$ cat config.mk
export PLATFORM = sky130hd
export DESIGN_NAME = three_dice_roller_flat
export DESIGN_NICKNAME = d
export VERILOG_FILES = /design/src/rtl/three_dice_roller_if.sv /design/src/rtl/three_dice_roller.sv /design/src/flat_wrapper.sv
export SDC_FILE = /design/constraint.sdc
export NUM_CORES = 1
export LEC_CHECK = 0
export BUFFER_PORTS_ARGS = -buffer_cell sky130_fd_sc_hd__buf_2
export CAP_MARGIN = 20
export CORE_AREA = 2 2 53 55
export CTS_BUF_LIST = sky130_fd_sc_hd__clkbuf_8 sky130_fd_sc_hd__clkbuf_16
export CTS_CLUSTER_SIZE = 25
export DETAILED_ROUTE_END_ITERATION = 10
export DIE_AREA = 0 0 55 57
export PLACE_DENSITY = 0.75
export SETUP_SLACK_MARGIN = 0.4
export SYNTH_ARGS = -nofsm -noshare
export SYNTH_HDL_FRONTEND = slang
export SYNTH_SLANG_ARGS = --single-unit
$ cat constraint.sdc
create_clock -name clk -period 2.44 [get_ports clk]
set_clock_uncertainty 0.2 [all_clocks]
set_input_delay 0 -clock clk [delete_from_list [all_inputs] [get_ports clk]]
set_output_delay 0 -clock clk [all_outputs]
set_load 0.05 [all_outputs]
$ cat src/rtl/three_dice_roller_if.sv
// Handshake and result bundle between the dice roller and its consumer.
// The master side requests rolls and acknowledges results; the slave
// side (the roller) reports busy/valid and the three faces.
// Optional macro ROLL_STATS_EN adds the roll_count/triple_count statistics.
interface three_dice_roller_if;
  logic       roll_req;
  logic       res_ack;
  logic       busy;
  logic       res_valid;
  logic [2:0] face1;
  logic [2:0] face2;
  logic [2:0] face3;
  logic       d1;
  logic       d2;
  logic       d3;
  logic       triple;
`ifdef ROLL_STATS_EN
  logic [15:0] roll_count;
  logic [7:0]  triple_count;

  modport master (
    output roll_req, res_ack,
    input  busy, res_valid, face1, face2, face3, d1, d2, d3, triple,
    input  roll_count, triple_count
  );

  modport slave (
    input  roll_req, res_ack,
    output busy, res_valid, face1, face2, face3, d1, d2, d3, triple,
    output roll_count, triple_count
  );
`else
  modport master (
    output roll_req, res_ack,
    input  busy, res_valid, face1, face2, face3, d1, d2, d3, triple
  );

  modport slave (
    input  roll_req, res_ack,
    output busy, res_valid, face1, face2, face3, d1, d2, d3, triple
  );
`endif
endinterface

$ cat src/rtl/three_dice_roller.sv
// Three-dice roller: a free-running 16-bit Galois LFSR drives three mod-6
// face counters during a fixed spin window; the result is then held until
// the consumer acknowledges it.
// Optional macro ROLL_STATS_EN adds roll_count (wrapping) and triple_count
// (saturating) statistics outputs.
module three_dice_roller #(
  parameter int          SPIN_CYCLES = 8,
  parameter logic [15:0] LFSR_SEED   = 16'hACE1
) (
  input logic            clk,
  input logic            rst,
  three_dice_roller_if.slave bus
);

  // A zero seed would lock the LFSR, so it is replaced by 1.
  localparam logic [15:0] SEED_EFF  = (LFSR_SEED == 16'h0000) ? 16'h0001 : LFSR_SEED;
  localparam logic [15:0] LFSR_MASK = 16'hB400;
  localparam int          CNT_W     = (SPIN_CYCLES > 1) ? $clog2(SPIN_CYCLES) : 1;
  localparam logic [CNT_W-1:0] CNT_LOAD = CNT_W'(SPIN_CYCLES - 1);

  typedef enum logic [1:0] {IDLE, SPIN, DONE} state_t;

  state_t           state_q, state_d;
  logic [15:0]      lfsr_q, lfsr_d;
  logic [CNT_W-1:0] cnt_q, cnt_d;
  logic [2:0]       face1_q, face1_d;
  logic [2:0]       face2_q, face2_d;
  logic [2:0]       face3_q, face3_d;
  logic             triple_q, triple_d;
  logic             start_roll;
  logic             spin_last;

  // Advance a face by one step when its tap is set; 6 wraps back to 1.
  function automatic logic [2:0] step_face(input logic [2:0] f, input logic tap);
    if (!tap) return f;
    return (f >= 3'd6) ? 3'd1 : f + 3'd1;
  endfunction

  assign spin_last  = (state_q == SPIN) && (cnt_q == '0);
  assign start_roll = roll_start_cond(state_q, bus.roll_req, bus.res_ack);

  // A roll starts from IDLE on request, or from DONE when the same cycle also acknowledges.
  function automatic logic roll_start_cond(input state_t s, input logic req, input logic ack);
    return ((s == IDLE) && req) || ((s == DONE) && ack && req);
  endfunction

  // State register plus all datapath flops, reset to the idle/seed values.
  always_ff @(posedge clk or posedge rst) begin
    if (rst) begin
      state_q  <= IDLE;
      lfsr_q   <= SEED_EFF;
      cnt_q    <= '0;
      face1_q  <= 3'd1;
      face2_q  <= 3'd1;
      face3_q  <= 3'd1;
      triple_q <= 1'b0;
    end else begin
      state_q  <= state_d;
      lfsr_q   <= lfsr_d;
      cnt_q    <= cnt_d;
      face1_q  <= face1_d;
      face2_q  <= face2_d;
      face3_q  <= face3_d;
      triple_q <= triple_d;
    end
  end

  // Next-state logic for the IDLE/SPIN/DONE sequence.
  always_comb begin
    state_d = state_q;
    unique case (state_q)
      IDLE: if (bus.roll_req) state_d = SPIN;
      SPIN: if (cnt_q == '0) state_d = DONE;
      DONE: if (bus.res_ack) state_d = bus.roll_req ? SPIN : IDLE;
      default: state_d = IDLE;
    endcase
  end

  // Datapath: LFSR always shifts; faces step only in SPIN using pre-shift taps.
  always_comb begin
    lfsr_d   = {1'b0, lfsr_q[15:1]} ^ (lfsr_q[0] ? LFSR_MASK : 16'h0000);
    cnt_d    = cnt_q;
    face1_d  = face1_q;
    face2_d  = face2_q;
    face3_d  = face3_q;
    triple_d = triple_q;
    if (state_q == SPIN) begin
      face1_d = step_face(face1_q, lfsr_q[0]);
      face2_d = step_face(face2_q, lfsr_q[5]);
      face3_d = step_face(face3_q, lfsr_q[10]);
      if (cnt_q != '0) cnt_d = cnt_q - 1'b1;
    end
    if (spin_last) begin
      triple_d = (face1_d == face2_d) && (face2_d == face3_d);
    end
    if ((state_q == DONE) && bus.res_ack) begin
      triple_d = 1'b0;
    end
    if (start_roll) begin
      cnt_d = CNT_LOAD;
    end
  end

  // Outputs decoded from the registered state and faces.
  always_comb begin
    bus.busy      = (state_q == SPIN);
    bus.res_valid = (state_q == DONE);
    bus.face1     = face1_q;
    bus.face2     = face2_q;
    bus.face3     = face3_q;
    bus.d1        = face1_q[0];
    bus.d2        = face2_q[0];
    bus.d3        = face3_q[0];
    bus.triple    = triple_q;
  end

`ifdef ROLL_STATS_EN
  logic [15:0] roll_count_q, roll_count_d;
  logic [7:0]  triple_count_q, triple_count_d;

  // Statistics registers; both clear on reset.
  always_ff @(posedge clk or posedge rst) begin
    if (rst) begin
      roll_count_q   <= 16'h0000;
      triple_count_q <= 8'h00;
    end else begin
      roll_count_q   <= roll_count_d;
      triple_count_q <= triple_count_d;
    end
  end

  // Count every entry into DONE (wrapping) and every triple (saturating).
  always_comb begin
    roll_count_d   = roll_count_q;
    triple_count_d = triple_count_q;
    if (spin_last) begin
      roll_count_d = roll_count_q + 16'h0001;
      if (triple_d && (triple_count_q != 8'hFF)) triple_count_d = triple_count_q + 8'h01;
    end
  end

  assign bus.roll_count   = roll_count_q;
  assign bus.triple_count = triple_count_q;
`endif

endmodule

$ cat src/flat_wrapper.sv
// flat-port wrapper written by rule: the top's interface ports become plain ports
module three_dice_roller_flat 
#(
  parameter int          SPIN_CYCLES = 8,
  parameter logic [15:0] LFSR_SEED   = 16'hACE1
)
  (clk, rst, bus_roll_req, bus_res_ack, bus_busy, bus_res_valid, bus_face1, bus_face2, bus_face3, bus_d1, bus_d2, bus_d3, bus_triple);
  three_dice_roller_if bus_i ();
  input logic clk;
  input logic rst;
  input wire logic [$bits(bus_i.roll_req)-1:0] bus_roll_req;
  input wire logic [$bits(bus_i.res_ack)-1:0] bus_res_ack;
  output wire logic [$bits(bus_i.busy)-1:0] bus_busy;
  output wire logic [$bits(bus_i.res_valid)-1:0] bus_res_valid;
  output wire logic [$bits(bus_i.face1)-1:0] bus_face1;
  output wire logic [$bits(bus_i.face2)-1:0] bus_face2;
  output wire logic [$bits(bus_i.face3)-1:0] bus_face3;
  output wire logic [$bits(bus_i.d1)-1:0] bus_d1;
  output wire logic [$bits(bus_i.d2)-1:0] bus_d2;
  output wire logic [$bits(bus_i.d3)-1:0] bus_d3;
  output wire logic [$bits(bus_i.triple)-1:0] bus_triple;
  assign bus_i.roll_req = bus_roll_req;
  assign bus_i.res_ack = bus_res_ack;
  assign bus_busy = bus_i.busy;
  assign bus_res_valid = bus_i.res_valid;
  assign bus_face1 = bus_i.face1;
  assign bus_face2 = bus_i.face2;
  assign bus_face3 = bus_i.face3;
  assign bus_d1 = bus_i.d1;
  assign bus_d2 = bus_i.d2;
  assign bus_d3 = bus_i.d3;
  assign bus_triple = bus_i.triple;
  three_dice_roller #(.SPIN_CYCLES(SPIN_CYCLES), .LFSR_SEED(LFSR_SEED)) u_core (.clk(clk), .rst(rst), .bus(bus_i));
endmodule
== Yosys cells after proc, flatten, opt, wreduce, memory -nomap -nowiden ==
Index checks and enable logic that the tools add are counted.
W data, S select, Z words.

* $lt $le $gt $ge: 3
* Reductions and logical operators: 14
* Bitwise operators: 1
* Eq/ne operators: 7
* Muxes and demuxes: 29
* Add/subtract/negate cells: 4

{| class="wikitable"
|+ Operators by type and width
! kind !! number
|-
| $mux W3 || 15
|-
| $mux W16 || 1
|-
| $xor A15 B16 Y16 || 1
|-
| $add A3 B1 Y3 const B || 3
|-
| $ge A3 B3 Y1 const B || 3
|-
| $mux W1 || 9
|-
| $eq A3 B3 Y1 || 2
|-
| $mux W2 || 3
|-
| $pmux W2 S3 || 1
|-
| $reduce_bool A2 Y1 || 3
|-
| $logic_and A1 B1 Y1 || 5
|-
| $ne A2 B2 Y1 const B || 2
|-
| $logic_not A3 Y1 || 1
|-
| $reduce_and A3 Y1 || 1
|-
| $reduce_bool A3 Y1 || 1
|-
| $sub A3 B1 Y3 const B || 1
|-
| $eq A2 B1 Y1 const B || 1
|-
| $eq A2 B2 Y1 const B || 1
|-
| $logic_not A2 Y1 || 1
|-
| $ne A2 B1 Y1 const B || 1
|-
| $reduce_and A2 Y1 || 1
|-
| $logic_or A1 B1 Y1 || 1
|}

* Word-level logic and storage cells: 65
* Output and inout bits: 15
* Bits in registers: 31

== Logic depth before layout (Yosys ltp) ==
* Word-level depth: 8
* Depth in mapped cells: 8

== Worst setup path after synthesis ==
No wires, ideal clock.

* Path kind: reg2reg
* From: reg u_core.face1_q[1], in the netlist u_core.bus.face1[1]
* To: reg u_core.triple_q, in the netlist u_core.bus.triple
* Cell stages (with the launch flop): 8
* Path buffers: 0
* Path slack: 0.263 ns
* Arrival time: 1.885 ns
* Clock period less this slack: 2.177 ns
* Cells stage by stage: dfrtp_1 ha_1 nor3_1 o32a_1 or2_0 mux2i_1 o21ai_1 o31ai_2

* Word-level cells in the longest chain between the ends: 8

{| class="wikitable"
|+ Ends and longest elaborated chain
! item !! RTL line !! RTL
|-
| from (decl) || three_dice_roller.sv:26 || <nowiki>logic [2:0] face1_q, face1_d;</nowiki>
|-
| from (signal assigned) || three_dice_roller.sv:53 || <nowiki>face1_q <= 3'd1;</nowiki>
|-
| from (signal assigned) || three_dice_roller.sv:61 || <nowiki>face1_q <= face1_d;</nowiki>
|-
| $add A3 B1 Y3 or $ge A3 B3 Y1 (tied branches) || three_dice_roller.sv:36 || <nowiki>return (f >= 3'd6) ? 3'd1 : f + 3'd1;</nowiki>
|-
| $mux W3 (*) (2 in series) || three_dice_roller.sv:36 ||
|-
| $mux W3 (*) || three_dice_roller.sv:87 || <nowiki>if (state_q == SPIN) begin</nowiki>
|-
| via u_core.face1_d[2] || three_dice_roller.sv:26 ||
|-
| $eq A3 B3 Y1 (*) || three_dice_roller.sv:94 || <nowiki>triple_d = (face1_d == face2_d) && (face2_d == face3_d);</nowiki>
|-
| $logic_and A1 B1 Y1 (*) || three_dice_roller.sv:94 ||
|-
| $mux W1 (*) || three_dice_roller.sv:93 || <nowiki>if (spin_last) begin</nowiki>
|-
| $mux W1 (*) || three_dice_roller.sv:96 || <nowiki>if ((state_q == DONE) && bus.res_ack) begin</nowiki>
|-
| to (signal assigned) || three_dice_roller.sv:64 || <nowiki>triple_q <= triple_d;</nowiki>
|-
| to (decl) || three_dice_roller.sv:29 || <nowiki>logic triple_q, triple_d;</nowiki>
|}

Mark *: on every way through the listed nets, which the timed path passes. The rest lies on a longest branch. The select of a mux whose other input is x is not followed.
A chain may end at the register's enable or synchronous reset.

== Worst setup path after layout ==
* From: reg u_core.face1_q[0], in the netlist u_core.bus.face1[0]
* To: reg u_core.triple_q, in the netlist u_core.bus.triple

Same word-level chain as after synthesis.

==> impl.org <==
** Finish
- Layout Area Growth over Synthesis :: 31.97%
- The finished layout holds 180 standard cells, fillers aside.
- Cells with a size suffix above 1 make up 46.98% of the layout.
- Number of antenna repair diodes :: 0
- Most frequent cells in the layout :: sky130_fd_sc_hd__buf_2, sky130_fd_sc_hd__dfrtp_1, sky130_fd_sc_hd__nand2_1, sky130_fd_sc_hd__inv_1, sky130_fd_sc_hd__dfstp_2
- Fraction of the core area covered by cells at the end of the flow :: about two thirds
- Total number of nets in the final design :: 160

** Floorplan
- Total number of placement rows :: 19
- The core region is ~2600 um^2.
- The die covers 3135 um^2.
- Horizontal extent of the die :: 55 um
- The die is around 57 um tall.
- I/O pin count :: 19
- For this configuration, the core starts out at a cell density of around 52%.

** Power
- The worst-case IR drop observed on VDD is 0.6649 mV.
- Cell Pwr Density :: about 830 nW/um^2
- P_leak :: ~0.86 nW

** Global routing
- Number of global-route vias before repair :: 888
- Maximum number of pins on one net before global-route repair :: 32
- The initial antenna violation count is 0.
- The total overflow left after global routing is 0.
- The first global-routing pass estimated roughly 4200 um of wire.
- Total global routing track utilization :: ~20%

** Place
- After detailed placement, the design holds a cell count of between 150 and 200.
- At the placement stage, the worst setup path has a slack of about 0.4 ns.
- Detailed placement finished with a half-perimeter wire length of 1677 um.
- Port buffering added 18 buffers.
- Routability-driven placement finished with a final weighted congestion of approximately 0.75.

** Yosys
- Number of unique standard cell types used by synthesis :: 31
- Synth async-reset ratio :: 100.0%
- The synthesized netlist occupies a cell area of approximately 1400 um^2.
- Synthesized flop and latch total :: 31
- In this run the mean area of a mapped cell was between 10 and 15 um^2.
- The biggest area contributor in the post-synthesis netlist is sky130_fd_sc_hd__dfrtp_1.
- Largest cells by area after synthesis :: sky130_fd_sc_hd__dfrtp_1, sky130_fd_sc_hd__dfstp_2, sky130_fd_sc_hd__ha_1
- Fraction of synthesized cell area taken by the top area cell type :: 37.07%
- The number of nets handed over by synthesis was 130.
- Of the synthesized area, sequential elements account for ~58%.
- The Yosys step of the flow raised 0 warnings.
- EDFF count, synth :: 0
- Among all flip-flop cells after synthesis, the most frequent one is sky130_fd_sc_hd__dfrtp_1.
- In the synthesized netlist, the number of instances is between 100 and 150.

** Clock tree
- Clock tree from TritonCTS :: done
- Reg clk slew, reported paths :: ~0.070 ns
- CTS built an H-tree with a depth of 2.
- Number of buffers created by CTS :: 5
- Cell chosen for the clock root :: sky130_fd_sc_hd__clkbuf_8
- Clock sink total :: 31
- No sink is reached through more buffers than the 2 on the longest clock path.
- Worst skew pair latency :: 0.28 ns

** Setup path
- In this run the critical register-to-register path is launched from u_core.bus.face1[0]$_DFF_PP1_.
- Tracing the worst setup path back leads to its startpoint at u_core.bus.face1[0]$_DFF_PP1_.
- In this run the worst path has a maximum fanout of 3.
- The worst register-to-register path has a setup slack of 0.41 ns.
- End of the critical path :: u_core.bus.triple$_DFFE_PP0P_
- The worst setup path is captured at a flop.
- Data required time of the worst path :: about 2.4 ns
- The worst setup path is launched from a flop.
- Data arrival time of the worst path :: between 2 and 2.5 ns
- Number of cells on the worst reg-to-reg path :: 8
- The critical path in this run is classified as flop to flop.
- End of the worst register-to-register path :: u_core.bus.triple$_DFFE_PP0P_

** Timing
- Highest clock rate :: between 400 and 500 MHz
- For the final routed database, the setup TNS stands at 0 ns.
- Setup violations remaining at the end of the flow were counted as 0.
- Time the worst path needs with I/O delays and setup :: about 2 ns
- Setup repair after global routing could not meet its margin everywhere.
- Hold Vio Cnt, Final :: 0
- Transition time of the tightest slew-check pin :: 0.4740 ns
- Slew margin rel. :: roughly 68%
- Pins over their slew limit :: 0
- Of the available clock period, the critical path in the final layout requires 83.11%.
- Final worst slack :: 0.4121 ns

** Route
- Avg WL per Cell :: approximately 14 um
- Number of routed nets with antenna violations :: 0
- The detailed router placed between 900 and 1000 vias in this run.
- Using the TritonRoute via totals, the vias-per-cell ratio works out to 5.144.
- DRC errors left :: 0
- Pre-Repair DR Iteration Count :: 4
- The detailed router finished its first iteration with 9 violations.
- Wires add up to approximately 2600 um.

** Worst hold path
- The worst hold path belongs to the class input port to async pin.

** Run status
- Run status :: finished, final reports clean

** Flow run
- Max-capacitance violation count :: 0
synthesized netlist by cell type, types with 2 or more instances:
master / n
sky130_fd_sc_hd__nor2_1: 2
sky130_fd_sc_hd__and4b_2: 2
sky130_fd_sc_hd__nand3_1: 4
sky130_fd_sc_hd__a21o_1: 2
sky130_fd_sc_hd__o21ai_0: 11
sky130_fd_sc_hd__xor2_1: 3
sky130_fd_sc_hd__dfstp_2: 11
sky130_fd_sc_hd__or2b_1: 2
sky130_fd_sc_hd__dfrtp_1: 20
sky130_fd_sc_hd__o32a_1: 2
sky130_fd_sc_hd__nand3b_1: 3
sky130_fd_sc_hd__buf_4: 3
sky130_fd_sc_hd__and3_1: 2
sky130_fd_sc_hd__ha_1: 8
sky130_fd_sc_hd__nand2_1: 13
sky130_fd_sc_hd__inv_1: 11
sky130_fd_sc_hd__nor3_1: 5
timing repair:
| item | CTS | global route |
|---|---|---|
| setup buffers | 3 | 2 |
| hold endpoints to repair | 37 | 0 |
| endpoints found under the setup margin | 1 | 1 |
| hold buffers | 3 | 0 |
| resized for setup | 7 | 8 |
| pin swaps | 5 | 4 |
| gates cloned | 0 | 0 |
metrics by stage:
step	hold slack, ns	power, W	cell area [um^2]
CTS	0.1267	0.001499	1735
finish	0.1275	0.001481	1782
floorplan	-0.1048	0.0008523	1411
global route	0.1559	0.001563	1782
global placement	-0.1164	0.0009158	1520
detailed placement	-0.1068	0.0009292	1520
worst min-delay path by stage:
stage	startpoint	slack [ns]	to	cells after the start
CTS	rst	0.13	u_core.lfsr_q[12]$_DFF_PP0_	4
detailed placement	rst	-0.11	u_core.lfsr_q[1]$_DFF_PP0_	3
finish	rst	0.13	u_core.lfsr_q[12]$_DFF_PP0_	4
floorplan	rst	-0.10	u_core.bus.face1[2]$_DFF_PP0_	1
global route	u_core.lfsr_q[1]$_DFF_PP0_	0.16	u_core.lfsr_q[0]$_DFF_PP1_	0
global placement	rst	-0.12	u_core.lfsr_q[1]$_DFF_PP0_	3
critical path, cell delays in order (launching register included):
cell	delay [ns]
sky130_fd_sc_hd__dfstp_4	0.64
sky130_fd_sc_hd__inv_2	0.04
sky130_fd_sc_hd__ha_2	0.19
sky130_fd_sc_hd__nor3_1	0.22
sky130_fd_sc_hd__o32a_1	0.23
sky130_fd_sc_hd__nand2_1	0.06
sky130_fd_sc_hd__mux2i_1	0.12
sky130_fd_sc_hd__o21ai_1	0.09
sky130_fd_sc_hd__o31ai_2	0.16
cell type report:
cell class	instances	area, um^2
fillers	190	833.3
well taps	31	38.79
repair buffers	27	165.2
clock inverters	2	33.78
inverters	12	45.04
flip-flops and latches	31	803.3
clock buffers	6	93.84
multi-input cells	71	601.8
cell families after synthesis:
family	count (synthesis)	synth area share [%]
xor gates and xnor gates	4	2.595
adders and majority gates	8	7.415
muxes	1	0.7415
and+or+nand+nor	37	15.29
DFF	31	58.48
AOI/OAI and AO/OA	21	10.10
buffers and inverters	16	5.375
routing by layer:
metal | part of all wire [%] | track usage [%] | routed length [um]
met5 | 0 | 0 | 0
met4 | 2.4 | 10.45 | 63
met3 | 4.2 | 7.853 | 108
met2 | 43 | 25.51 | 1121
met1 | 50 | 29.21 | 1300
report_power, final:
group / internal (W) / switching, W / leakage, nW / total, W
sequential: 0.000563 / 0.0000428 / 0.378 / 0.000606
clock: 0.000362 / 0.000191 / 0.0677 / 0.000553
combinational: 0.000107 / 0.000215 / 0.415 / 0.000322
sequential cells by signal, summed over array words and instances (netlist names):
name and count:
u_core.lfsr_q 16, u_core.bus.face1 3, u_core.cnt_q 3, u_core.bus.face3 3, u_core.state_q 2, u_core.bus.face2 3
u_core.bus.triple 1
Note: power is estimated with default switching activity, not from simulation.
